### src/rtl/perceptron_trainer.sv
`default_nettype none
//==============================================================================
// Module   : perceptron_trainer
// Brief    : Perceptron predictor training path: recompute sum, apply threshold
//            rule, queue saturated weight updates and drive the table write port.
// Revision : 1.0 - initial release
//==============================================================================
module perceptron_trainer #(
    parameter int GHR_SIZE   = 12,
    parameter int W          = 8,
    parameter int IDX_BITS   = 6,
    parameter int THETA      = 37,
    parameter int FIFO_DEPTH = 4
) (
    input  logic                    clk,
    input  logic                    reset,
    input  logic                    execute_trainer_valid,
    output logic                    execute_trainer_ready,
    input  logic [31:0]             execute_trainer_PC,
    input  logic                    execute_trainer_dir,
    input  logic [GHR_SIZE*W-1:0]   execute_trainer_weights,
    input  logic [GHR_SIZE-1:0]     execute_trainer_ghr,
    input  logic                    soin_trainer_stall,
    output logic                    trainer_wren,
    output logic [IDX_BITS-1:0]     trainer_waddr,
    output logic [GHR_SIZE*W-1:0]   trainer_wdata,
    output logic                    trainer_sweeping,
    output logic [31:0]             trainer_train_count
);

    localparam int c_WV    = GHR_SIZE * W;
    localparam int c_SUM_W = W + $clog2(GHR_SIZE);
    localparam int c_PTR_W = (FIFO_DEPTH > 1) ? $clog2(FIFO_DEPTH) : 1;
    localparam int c_CNT_W = $clog2(FIFO_DEPTH + 1);
    localparam int c_OCC_W = c_CNT_W + 1;

    localparam logic [0:0] c_ST_SWEEP = 1'b0;
    localparam logic [0:0] c_ST_RUN   = 1'b1;

    localparam logic [IDX_BITS-1:0] c_IDX_LAST = '1;
    localparam logic [W-1:0]        c_W_MAX    = {1'b0, {(W-1){1'b1}}};
    localparam logic [W-1:0]        c_W_MIN    = {1'b1, {(W-1){1'b0}}};
    localparam logic [c_SUM_W-1:0]  c_THETA    = c_SUM_W'(THETA);
    localparam logic [c_PTR_W-1:0]  c_PTR_LAST = c_PTR_W'(FIFO_DEPTH - 1);
    localparam logic [c_OCC_W-1:0]  c_DEPTH    = c_OCC_W'(FIFO_DEPTH);

    logic [0:0]          r_state;
    logic [0:0]          w_state_next;
    logic [IDX_BITS-1:0] r_sweep_idx;

    logic                r_s1_valid;
    logic                r_s1_dir;
    logic [IDX_BITS-1:0] r_s1_idx;
    logic [c_WV-1:0]     r_s1_weights;
    logic [GHR_SIZE-1:0] r_s1_ghr;

    logic                r_s2_valid;
    logic                r_s2_train;
    logic [IDX_BITS-1:0] r_s2_idx;
    logic [c_WV-1:0]     r_s2_weights;

    logic [IDX_BITS-1:0] r_fifo_idx  [FIFO_DEPTH];
    logic [c_WV-1:0]     r_fifo_data [FIFO_DEPTH];
    logic [c_PTR_W-1:0]  r_rd_ptr;
    logic [c_PTR_W-1:0]  r_wr_ptr;
    logic [c_CNT_W-1:0]  r_count;
    logic [31:0]         r_train_count;

    logic [c_SUM_W-1:0]  w_sum;
    logic [c_SUM_W-1:0]  w_abs;
    logic                w_train;
    logic [c_WV-1:0]     w_new_weights;
    logic [c_OCC_W-1:0]  w_occ;
    logic                w_accept;
    logic                w_push;
    logic                w_pop;
    logic                w_unused_pc;

    assign w_unused_pc = ^{execute_trainer_PC[31:IDX_BITS+2], execute_trainer_PC[1:0]};
    assign w_accept    = execute_trainer_valid & execute_trainer_ready;
    assign w_occ       = c_OCC_W'(r_count) + c_OCC_W'(r_s1_valid) + c_OCC_W'(r_s2_valid);
    assign trainer_train_count = r_train_count;

    // Perceptron sum over sign-extended terms; sign bit gives the prediction.
    always_comb begin
        w_sum = '0;
        for (int i = 0; i < GHR_SIZE; i++) begin
            if (r_s1_ghr[i])
                w_sum = w_sum + {{(c_SUM_W-W){r_s1_weights[W*i+W-1]}}, r_s1_weights[W*i +: W]};
            else
                w_sum = w_sum - {{(c_SUM_W-W){r_s1_weights[W*i+W-1]}}, r_s1_weights[W*i +: W]};
        end
        w_abs   = w_sum[c_SUM_W-1] ? -w_sum : w_sum;
        w_train = (~w_sum[c_SUM_W-1] != r_s1_dir) || (w_abs <= c_THETA);
    end

    always_comb begin
        w_new_weights = r_s1_weights;
        for (int i = 0; i < GHR_SIZE; i++) begin
            if (r_s1_dir == r_s1_ghr[i]) begin
                if (r_s1_weights[W*i +: W] != c_W_MAX)
                    w_new_weights[W*i +: W] = r_s1_weights[W*i +: W] + W'(1);
            end else begin
                if (r_s1_weights[W*i +: W] != c_W_MIN)
                    w_new_weights[W*i +: W] = r_s1_weights[W*i +: W] - W'(1);
            end
        end
    end

    always_comb begin
        w_state_next          = r_state;
        trainer_wren          = 1'b0;
        trainer_waddr         = r_fifo_idx[r_rd_ptr];
        trainer_wdata         = r_fifo_data[r_rd_ptr];
        trainer_sweeping      = 1'b0;
        execute_trainer_ready = 1'b0;
        w_push                = 1'b0;
        w_pop                 = 1'b0;
        case (r_state)
            c_ST_SWEEP: begin
                trainer_wren     = 1'b1;
                trainer_waddr    = r_sweep_idx;
                trainer_wdata    = '0;
                trainer_sweeping = 1'b1;
                if (r_sweep_idx == c_IDX_LAST)
                    w_state_next = c_ST_RUN;
            end
            default: begin
                trainer_wren          = (r_count != '0) && !soin_trainer_stall;
                w_pop                 = trainer_wren;
                w_push                = r_s2_valid && r_s2_train;
                // Credit covers in-flight slots so a push can never overflow.
                execute_trainer_ready = (w_occ < c_DEPTH);
            end
        endcase
    end

    always_ff @(posedge clk or posedge reset) begin
        if (reset) begin
            r_state       <= c_ST_SWEEP;
            r_sweep_idx   <= '0;
            r_s1_valid    <= 1'b0;
            r_s2_valid    <= 1'b0;
            r_s2_train    <= 1'b0;
            r_rd_ptr      <= '0;
            r_wr_ptr      <= '0;
            r_count       <= '0;
            r_train_count <= '0;
        end else begin
            r_state    <= w_state_next;
            r_s1_valid <= w_accept;
            r_s2_valid <= r_s1_valid;
            r_s2_train <= w_train;
            if (r_state == c_ST_SWEEP)
                r_sweep_idx <= r_sweep_idx + IDX_BITS'(1);
            if (w_push) begin
                r_wr_ptr      <= (r_wr_ptr == c_PTR_LAST) ? '0 : r_wr_ptr + c_PTR_W'(1);
                r_train_count <= r_train_count + 32'd1;
            end
            if (w_pop)
                r_rd_ptr <= (r_rd_ptr == c_PTR_LAST) ? '0 : r_rd_ptr + c_PTR_W'(1);
            if (w_push && !w_pop)
                r_count <= r_count + c_CNT_W'(1);
            else if (!w_push && w_pop)
                r_count <= r_count - c_CNT_W'(1);
        end
    end

    always_ff @(posedge clk) begin
        if (w_accept) begin
            r_s1_idx     <= execute_trainer_PC[IDX_BITS+1:2];
            r_s1_dir     <= execute_trainer_dir;
            r_s1_weights <= execute_trainer_weights;
            r_s1_ghr     <= execute_trainer_ghr;
        end
        if (r_s1_valid) begin
            r_s2_idx     <= r_s1_idx;
            r_s2_weights <= w_new_weights;
        end
        if (w_push) begin
            r_fifo_idx[r_wr_ptr]  <= r_s2_idx;
            r_fifo_data[r_wr_ptr] <= r_s2_weights;
        end
    end

endmodule
`default_nettype wire

### config.mk
export PLATFORM = sky130hd
export DESIGN_NAME = perceptron_trainer
export DESIGN_NICKNAME = d
export VERILOG_FILES = /design/src/rtl/perceptron_trainer.sv
export SDC_FILE = /design/constraint.sdc
export NUM_CORES = 1
export LEC_CHECK = 0
export ABC_AREA = 1
export CELL_PAD_IN_SITES_DETAIL_PLACEMENT = 1
export CELL_PAD_IN_SITES_GLOBAL_PLACEMENT = 2
export CORE_MARGIN = 4
export CORE_UTILIZATION = 35
export DETAILED_ROUTE_END_ITERATION = 7
export GPL_ROUTABILITY_DRIVEN = 0
export PLACE_DENSITY_LB_ADDON = 0.1
export REMOVE_ABC_BUFFERS = 1
export SYNTH_ARGS = -nofsm -noshare
export SYNTH_HDL_FRONTEND = slang
export SYNTH_SLANG_ARGS = --single-unit
export TNS_END_PERCENT = 1
### constraint.sdc
create_clock -name clk -period 16.45 [get_ports clk]
set_clock_uncertainty 0.1 [all_clocks]
set_input_delay 3.29 -clock clk [delete_from_list [all_inputs] [get_ports clk]]
set_output_delay 3.29 -clock clk [all_outputs]
set_load 0.03 [all_outputs]
Word-level counts from Yosys, hierarchy flattened. Memories as Yosys holds them, arrays and structs flattened. Cells that the tools add are included.

$lt $le $gt $ge: 2. Reductions and logical operators: 10. Divide/modulo/power cells: 0. Add/sub/neg operators: 56. Muxes and demuxes: 64. $mul: 0. Shifts and indexed selects: 0. Bitwise operators: 2. Eq/ne operators: 40.

Operator list (number): 8-bit 2-to-1 mux (36); 12-bit 2-to-1 mux (13); 12-bit adder (11); 12-bit subtractor (11); 8-bit by 1-bit adder with 8-bit output (second input constant) (12); 96-bit 2-to-1 mux (1); 8-bit by 7-bit != test with 1-bit output (second input constant) (12); 8-bit != test (second input constant) (12); 8-bit by 1-bit subtractor with 8-bit output (second input constant) (12); 32-bit by 1-bit adder with 32-bit output (second input constant) (1); 1-bit == test (12); 12-bit by 6-bit less-or-equal comparator with 1-bit output (second input constant) (1); 12-bit negator (1); 1-bit 2-to-1 mux (9); 1-bit by 8-bit subtractor with 9-bit output (first input constant) (1); 6-bit by 1-bit adder with 6-bit output (second input constant) (1); 6-bit == test (second input constant) (1); 3-bit 2-to-1 mux (2); 6-bit 2-to-1 mux (1); 2-bit by 1-bit adder with 2-bit output (second input constant) (2); 3-bit by 1-bit adder with 4-bit output (1); 4-bit by 1-bit adder with 4-bit output (1); 2-bit == test (second input constant) (2); 1-bit logical AND (4); 11 further kinds (14).

Output and inout port bits: 137. Flip-flop bits (word level): 266. Memory bits (read-only): 0. Bits in latches: 0. Input bits: 145. Logic and storage cells: 191. Memory bits (writable): 408. Memories: 2.

Memories: r_fifo_data (words 4, bits a word 96, rd ports 1, clocked after Yosys merged registers in 0, write ports 1, RTL line 63) `logic [c_WV-1:0] r_fifo_data [FIFO_DEPTH];`; r_fifo_idx (words 4, bits a word 6, rd ports 1, clocked after Yosys merged registers in 0, write ports 1, RTL line 62) `logic [IDX_BITS-1:0] r_fifo_idx [FIFO_DEPTH];`.

Logic depth before layout (Yosys ltp). Gate-level depths: netlist (run 1).

Depth in word-level cells: 28. Mapped depth: 82. Depth with buffers taken out: 81.

Least setup slack after synthesis (run 1). No wires, ideal clock.

Kind: input to register. Start point: input port execute_trainer_valid. End point: register r_s1_valid. Path buffers: 0. Data required time: 15.375 ns. Path slack: 3.809 ns. Arrival time: 11.567 ns. Cell stages on the path: 1. Cells stage by stage: nor3b_1.

Cells in the longest elaborated chain, start to end: 1.

Ends and longest elaborated chain: start: declaration (RTL line 17) `input logic execute_trainer_valid,`; 1-bit bitwise AND (RTL line 80) `assign w_accept = execute_trainer_valid & execute_trainer_ready;`; end signal: assignment (RTL line 151) `r_s1_valid <= w_accept;`; end: declaration (RTL line 51) `logic r_s1_valid;`.

Every way passes these cells. A chain may end at the register's enable or synchronous reset.

Final worst setup path (run 1).
Start point: register r_s1_weights[8]. End point: register r_s2_train.

Cells in the longest elaborated chain, start to end: 26. Elaborated cells on any way between the ends: 39. Those cells by class: 23 x add/sub; 1 x order compare; 1 x eq/ne; 12 x mux; 1 x bitwise; 1 x reduce/logical.

Ends and longest elaborated chain: start: declaration (RTL line 54) `logic [c_WV-1:0] r_s1_weights;`; start signal: assignment (RTL line 173) `r_s1_weights <= execute_trainer_weights;`; 12-bit subtractor or 12-bit adder (tied branches) (RTL line 91, 89); 12-bit 2-to-1 mux * (RTL line 88) `if (r_s1_ghr[i])`; 12-bit subtractor or 12-bit adder (tied branches) (RTL line 91, 89); 12-bit 2-to-1 mux * (RTL line 88); 12-bit subtractor or 12-bit adder (tied branches) (RTL line 91, 89); 12-bit 2-to-1 mux * (RTL line 88); 12-bit subtractor or 12-bit adder (tied branches) (RTL line 91, 89); 12-bit 2-to-1 mux * (RTL line 88); [... 11 more ...]; 12-bit 2-to-1 mux * (RTL line 88); 12-bit subtractor or 12-bit adder (tied branches) (RTL line 91, 89); 12-bit 2-to-1 mux * (RTL line 88); 12-bit negator (RTL line 93) `w_abs = w_sum[c_SUM_W-1] ? -w_sum : w_sum;`; 12-bit 2-to-1 mux (RTL line 93); 12-bit by 6-bit less-or-equal comparator with 1-bit output (RTL line 94) `w_train = (~w_sum[c_SUM_W-1] != r_s1_dir) || (w_abs <= c_THETA);`; 1-bit logical OR * (RTL line 94); net w_train (RTL line 71) `logic w_train;`; end signal: assignment (RTL line 153) `r_s2_train <= w_train;`; end: declaration (RTL line 58) `logic r_s2_train;`.

The timed path passes the listed nets; every way through them passes the cells marked *.

==> flow_metrics.tcl, run 1 <==
set metrics [dict create \
    outcome "complete, no violations" \
    irDropWorstVdd_v 0.0000701 \
    maxCapViolations 0 \
    fmax_mhz 81.7 \
    hold_violations 0 \
    power.leakage_uw 0.0162 \
    crit_path_top_delay_cell "edfxtp_1" \
    setup_viol 0 \
    synth_edf_count 625 \
    power_density_nw_per_um2 86.0 \
    start_util 0.353 \
    vias 26600 \
    clk_pin_slew_ps 60 \
    cts_root_buf "clkbuf_16" \
    min_period_over_period 0.744 \
    maxSlewHeadroom 0.231 \
    cts_tree "built" \
    grt_max_degree 117 \
    cp-end-kind "flip-flop" \
    vias_per_cell 4.93 \
    min_period_ps 12240 \
    ant_nets 0 \
    hpwlAfterDp_mm 70.2 \
    syn_area_um2 36000 \
    cpMostUsedCell "ha_1" \
    sequentialPowerShare 0.506 \
    critPathKind "reg2reg" \
    die_w_um 329 \
    required_ps 16820 \
    first_pass_iters 5 \
    cts_buffers 77 \
    clockBufferDepth 3 \
    drt_iter0_markers 1599 \
    layout.cells.most_common_list "edfxtp_1 (625), nor2_1 (579), nand2_1 (482)" \
    grt_usage 0.193 \
    yosysWarnings 0 \
    core_area_um2 102000 \
    grt_overflow_total 0 \
    antenna_cells 0 \
    switching_power_uw 762 \
    critPathMaxFanout 14 \
    hold_buffers 0 \
    grt_antenna_before_repair 3 \
    wl_mm 105 \
    synth_flop_cell "edfxtp_1" \
    post_cts_buffers 0 \
    cts_sinks 674 \
    yosysUniqueCellTypes 59 \
    io_pins 282 \
    combPwrFrac 0.026 \
    dp_cells 5262 \
    syn_area_per_cell_um2 9.67 \
    maxSlewViolCount 0 \
    synth_cells 3725 \
    port_buffers 255 \
    async_flop_share 0.0727 \
    ys_ff_latch 674 \
    synthToLayoutAreaGrowth_pct 18.3 \
    worstMarginPinSlew_ps 1150 \
    grt_pass1_wl_mm 161 \
    cp-start-kind "flip-flop" \
    cts_resized 0 \
    intPower_uw 2900 \
    hp-class "reg2reg" \
    final_common_cell "edfxtp_1" \
    worst_ep_arrival_time_ps 12600 \
    clockPowerShare 0.468 \
    grt_pass1_vias 27300 \
    layout-drive-gt1-share 0.0533 \
    cp_slowest_stage_delay_ps 480 \
    die_area_um2 108000 \
    wl_per_cell_um 19.4 \
    p_sw_frac 0.208 \
    drcViolationCount 0 \
    h-tree-depth 3 \
    fin_tns_setup_ps 0 \
    std_cell_rows 117 \
    final_cells 5398 \
    clk-insertion-delay-late_ps 640 \
    fp.dieH_um 329 \
    rsz0062_at_grt "false" \
    ys_seq_area_frac 0.555 \
    nets 4285 \
]
cells in the mapped netlist (9+ instances only):
cell type	count	area [um2]
nand2_2	9	56.3
ha_1	155	1940
o21bai_1	10	75.1
inv_2	19	71.3
inv_1	368	1380
nor2_2	17	106
a21o_1	9	67.6
fa_1	12	240
edfxtp_1	625	18800
xor2_1	167	1460
nand2_1	482	1810
nand4_1	13	81.3
a21oi_1	268	1340
nor3_1	62	310
o22ai_1	11	68.8
clkbuf_1	85	319
dfrtp_1	49	1230
xnor2_1	79	692
o21ai_0	423	2120
nand3_1	154	771
nor2_1	583	2190
a31oi_1	16	100
cell type report:
cell class / instances / area (um2)
tap: 1368 / 1710
fill: 11500 / 59300
inverter: 394 / 1490
sequential: 674 / 20000
timing repair buffer: 276 / 2760
clock inverter: 48 / 485
clock buffer: 88 / 2020
multi-input combinational: 2550 / 14100
metal layers:
layer	vias up	part of all wire	GRT usage	wire (um)
met4	4	0.017	0.0380	1800
met2	399	0.45	0.311	47500
met1	12900	0.49	0.277	51500
li1	13200	-	-	-
met3	108	0.036	0.0282	3790
met5	-	0.00026	0	27
kinds of logic (layout without fill, tap and decap cells):
logic type                 count (synthesis)  after routing  synth area share
DFF                                      674            674             0.555
buffers and inverters                    501            806            0.0536
and+or+nand+nor                         1350           1350             0.155
AOI/OAI and AO/OA                        786            786             0.115
adders and majority gates                167            167            0.0605
xor gates and xnor gates                 247            247            0.0603
power groups by stage:
stage / registers, uW / logic (uW) / clock network (uW)
detailed placement: 1890 / 98.4 / 0
global route: 1850 / 107 / 1840
floorplan: 1890 / 38.0 / 0
finish: 1850 / 95.9 / 1710
global placement: 1890 / 97.0 / 0
CTS: 1850 / 99.0 / 1770
critical path: cells and delay by family (launching register included):
| kind | cells | cell delay [ps] |
|---|---|---|
| simple gates | 19 | 2060 |
| buf+inv | 10 | 870 |
| xor+xnor | 11 | 2080 |
| fa+ha+maj | 12 | 3850 |
| flops | 1 | 480 |
| compound gates | 11 | 2620 |
worst paths after layout:
kind | startpoint | endpoint | slack (ps) | cells past startpoint
max | r_s1_weights[8]$_DFFE_PP_ | r_s2_train$_DFF_PP0_ | 4210 | 63
min | r_s1_idx[3]$_DFFE_PP_ | r_s2_idx[3]$_DFFE_PP_ | 320 | 0
max reg2reg | r_s1_weights[8]$_DFFE_PP_ | r_s2_train$_DFF_PP0_ | 4210 | 63
min reg2reg | r_s1_idx[3]$_DFFE_PP_ | r_s2_idx[3]$_DFFE_PP_ | 320 | 0
max in group asynchronous | reset | r_rd_ptr[1]$_DFFE_PP0P_ | 12690 | 3
min in group asynchronous | reset | r_sweep_idx[2]$_DFFE_PP0N_ | 3060 | 3
stage by stage:
step / setup WS [ps] / utilization / total power (uW) / hold WS (ps) / instance area (um2)
3_5_place_dp: 4220 / 0.393 / 1990 / 306 / 40100
3_3_place_gp: 4270 / 0.393 / 1990 / 302 / 40100
5_1_grt: 3200 / 0.418 / 3800 / 325 / 42600
2_1_floorplan: 3810 / - / 1930 / 300 / 35600
4_1_cts: 4150 / 0.418 / 3720 / 320 / 42600
6_report: 4210 / 0.418 / 3660 / 318 / 42600
flip-flops by register name, summed over array words and instances (netlist names):
register             flops
r_s2_valid               1
r_s1_idx                 6
r_sweep_idx              6
r_count                  3
r_s2_weights            96
r_fifo_data            384
r_s2_train               1
r_s2_idx                 6
r_s1_valid               1
r_wr_ptr                 2
r_rd_ptr                 2
r_state                  1
r_s1_ghr                12
r_s1_dir                 1
trainer_train_count     32
r_s1_weights            96
r_fifo_idx              24
Note: power is estimated with default switching activity, not from simulation.
==> run 2, diff against run 1 <==
--- a/config.mk
+++ b/config.mk
@@ -9,7 +9,7 @@
 export CELL_PAD_IN_SITES_DETAIL_PLACEMENT = 1
 export CELL_PAD_IN_SITES_GLOBAL_PLACEMENT = 2
 export CORE_MARGIN = 4
-export CORE_UTILIZATION = 35
+export CORE_UTILIZATION = 34
 export DETAILED_ROUTE_END_ITERATION = 7
 export GPL_ROUTABILITY_DRIVEN = 0
 export PLACE_DENSITY_LB_ADDON = 0.1
==> constraint.sdc (replaced) <==
create_clock -name clk -period 10.5 [get_ports clk]
set_clock_uncertainty 0.1 [all_clocks]
set_input_delay 2.1 -clock clk [delete_from_list [all_inputs] [get_ports clk]]
set_output_delay 2.1 -clock clk [all_outputs]
set_load 0.03 [all_outputs]
==> run 2 against run 1 <==
  * Wire length up 4.8%
  * Maximum frequency rose by 17%
  * Sequential power rose by 57%
  * Critical endpoint unchanged
  * Largest power group unchanged
==> flow_metrics.tcl, run 2 (synthesis gave the netlist of run 1 again) <==
set metrics [dict create \
    whs_ps 331 \
    rr_worst_depth 64 \
    wl_per_cell_um 19.0 \
    h-tree-depth 3 \
    required_ps 10920 \
    hold_buffers 0 \
    hp-class "reg2reg" \
    grt_overflow_total 0 \
    min_period_ps 10490 \
    final_common_cell "edfxtp_1" \
    cp-end-kind "flip-flop" \
    clk-insertion-delay-late_ps 650 \
    port_buffers 255 \
    cp-start-kind "flip-flop" \
    power_density_nw_per_um2 119 \
    cts_root_buf "clkbuf_16" \
    die_area_um2 111000 \
    synthToLayoutAreaGrowth_pct 29.9 \
    clockBufferDepth 3 \
    outcome "complete, no violations" \
    die_w_um 333 \
    fmax_mhz 95.3 \
    rsz0062_at_grt "true" \
    top_regs "r_fifo_data (384), r_s1_weights (96), r_s2_weights (96)" \
    maxSlewHeadroom 0.357 \
    vias 27900 \
    timing.rr.start "r_s1_weights[1]$_DFFE_PP_" \
    grt_usage 0.193 \
    totalPowerFinal_uw 5570 \
    std_cell_rows 119 \
    grt_pass1_wl_mm 168 \
    irDropWorstVdd_v 0.000125 \
    worst_ep_arrival_time_ps 10920 \
    maxCapViolations 0 \
    worstMarginPinSlew_ps 964 \
    hold-path-endpoint "r_s2_idx[0]$_DFFE_PP_" \
    min_period_over_period 0.999 \
    cpMostUsedCell "ha_4" \
    start_util 0.342 \
    power.leakage_uw 0.0180 \
    cts_buffers 78 \
    hpwlAfterDp_mm 73.6 \
    wl_mm 110 \
    hold_depth 0 \
    nets 4615 \
    fin_tns_setup_ps 0 \
    core_area_um2 105000 \
    drt_iter0_markers 1542 \
    first_pass_iters 5 \
    cts_tree "built" \
    setup_viol 0 \
    io_pins 282 \
    layout.cells.most_common_list "edfxtp_1 (625), nor2_1 (570), nand2_1 (459)" \
    clk_pin_slew_ps 60 \
    grt_max_degree 117 \
    maxSlewViolCount 0 \
    timing.rr.end "r_s2_train$_DFF_PP0_" \
    grt_pass1_vias 28800 \
    ant_nets 0 \
    largest_register_ff_count 384 \
    fp.dieH_um 333 \
    critPathMaxFanout 7 \
    hold_start "r_s1_idx[0]$_DFFE_PP_" \
    layout-drive-gt1-share 0.181 \
    hold_violations 0 \
    cts_sinks 674 \
    grt_antenna_before_repair 1 \
    vias_per_cell 4.84 \
    reg2reg_slack_ps 6 \
    max_flop_register "r_fifo_data" \
    critPathKind "reg2reg" \
    setup_ws_ps 6.13 \
    drcViolationCount 0 \
    cp_slowest_stage_delay_ps 630 \
    place_ws_ps -1140 \
    crit_path_top_delay_cell "fa_2" \
]
[run 2: worst max-delay path, delay by kind of cell (launching register included)]
kind	cells	cell delay [ps]
compound gates	11	1510
xor+xnor	8	1210
fa+ha+maj	12	4150
simple gates	19	1620
buf+inv	14	1290
flops	1	410
[run 2: metrics by stage]
| stage | cells | area [um2] | utilization |
|---|---|---|---|
| 4_1_cts | 5730 | 45700 | 0.434 |
| 3_3_place_gp | 5562 | 42200 | 0.401 |
| 6_report | 5757 | 46800 | 0.444 |
| 3_5_place_dp | 5562 | 42200 | 0.401 |
| 5_1_grt | 5756 | 46800 | 0.444 |
| 2_1_floorplan | 3618 | 35600 | - |
[run 2: area by class of cell]
class	count	area [um2]
Tap cell	1391	1740
Multi-Input combinational cell	2551	15900
Clock inverter	41	304
Inverter	394	1500
Timing Repair Buffer	604	5270
Antenna cell	1	2.50
Clock buffer	101	2060
Fill cell	11800	58500
Sequential cell	674	20000
[run 2: layer usage]
metal	GRT usage	share of wire	routed length (um)	vias up
met5	0	0	0	-
met4	0.0356	0.016	1720	0
met3	0.0243	0.031	3420	106
met2	0.317	0.47	51100	351
met1	0.277	0.49	53400	13600
li1	-	-	-	13900
[run 2: worst max-delay path by stage]
stage,endpoint,from,slack [ps],cells after the start
2_1_floorplan,r_s1_valid$_DFF_PP0_,r_s1_valid$_DFF_PP0_,-1100,3
3_3_place_gp,r_s2_train$_DFF_PP0_,r_s1_weights[8]$_DFFE_PP_,-1050,64
3_5_place_dp,r_s2_train$_DFF_PP0_,r_s1_weights[9]$_DFFE_PP_,-1140,66
4_1_cts,r_s2_train$_DFF_PP0_,r_s1_weights[0]$_DFFE_PP_,4,64
5_1_grt,r_s2_train$_DFF_PP0_,r_s1_weights[1]$_DFFE_PP_,-450,69
6_report,r_s2_train$_DFF_PP0_,r_s1_weights[1]$_DFFE_PP_,6,64
[run 2: where the power goes]
group,internal [uW],switching (uW),leakage (uW)
registers,2900,5.06,0.00627
logic,64.3,83.8,0.0106
clock network,1400,1120,0.00113
total,4360,1200,0.0180
[run 2: what timing repair did]
action / CTS / global route
endpoints found under the setup margin: 1 / 1
buffers inserted: 26 / 27
gates resized for setup: 195 / 172
cloned: 1 / 0
pin swaps: 100 / 144
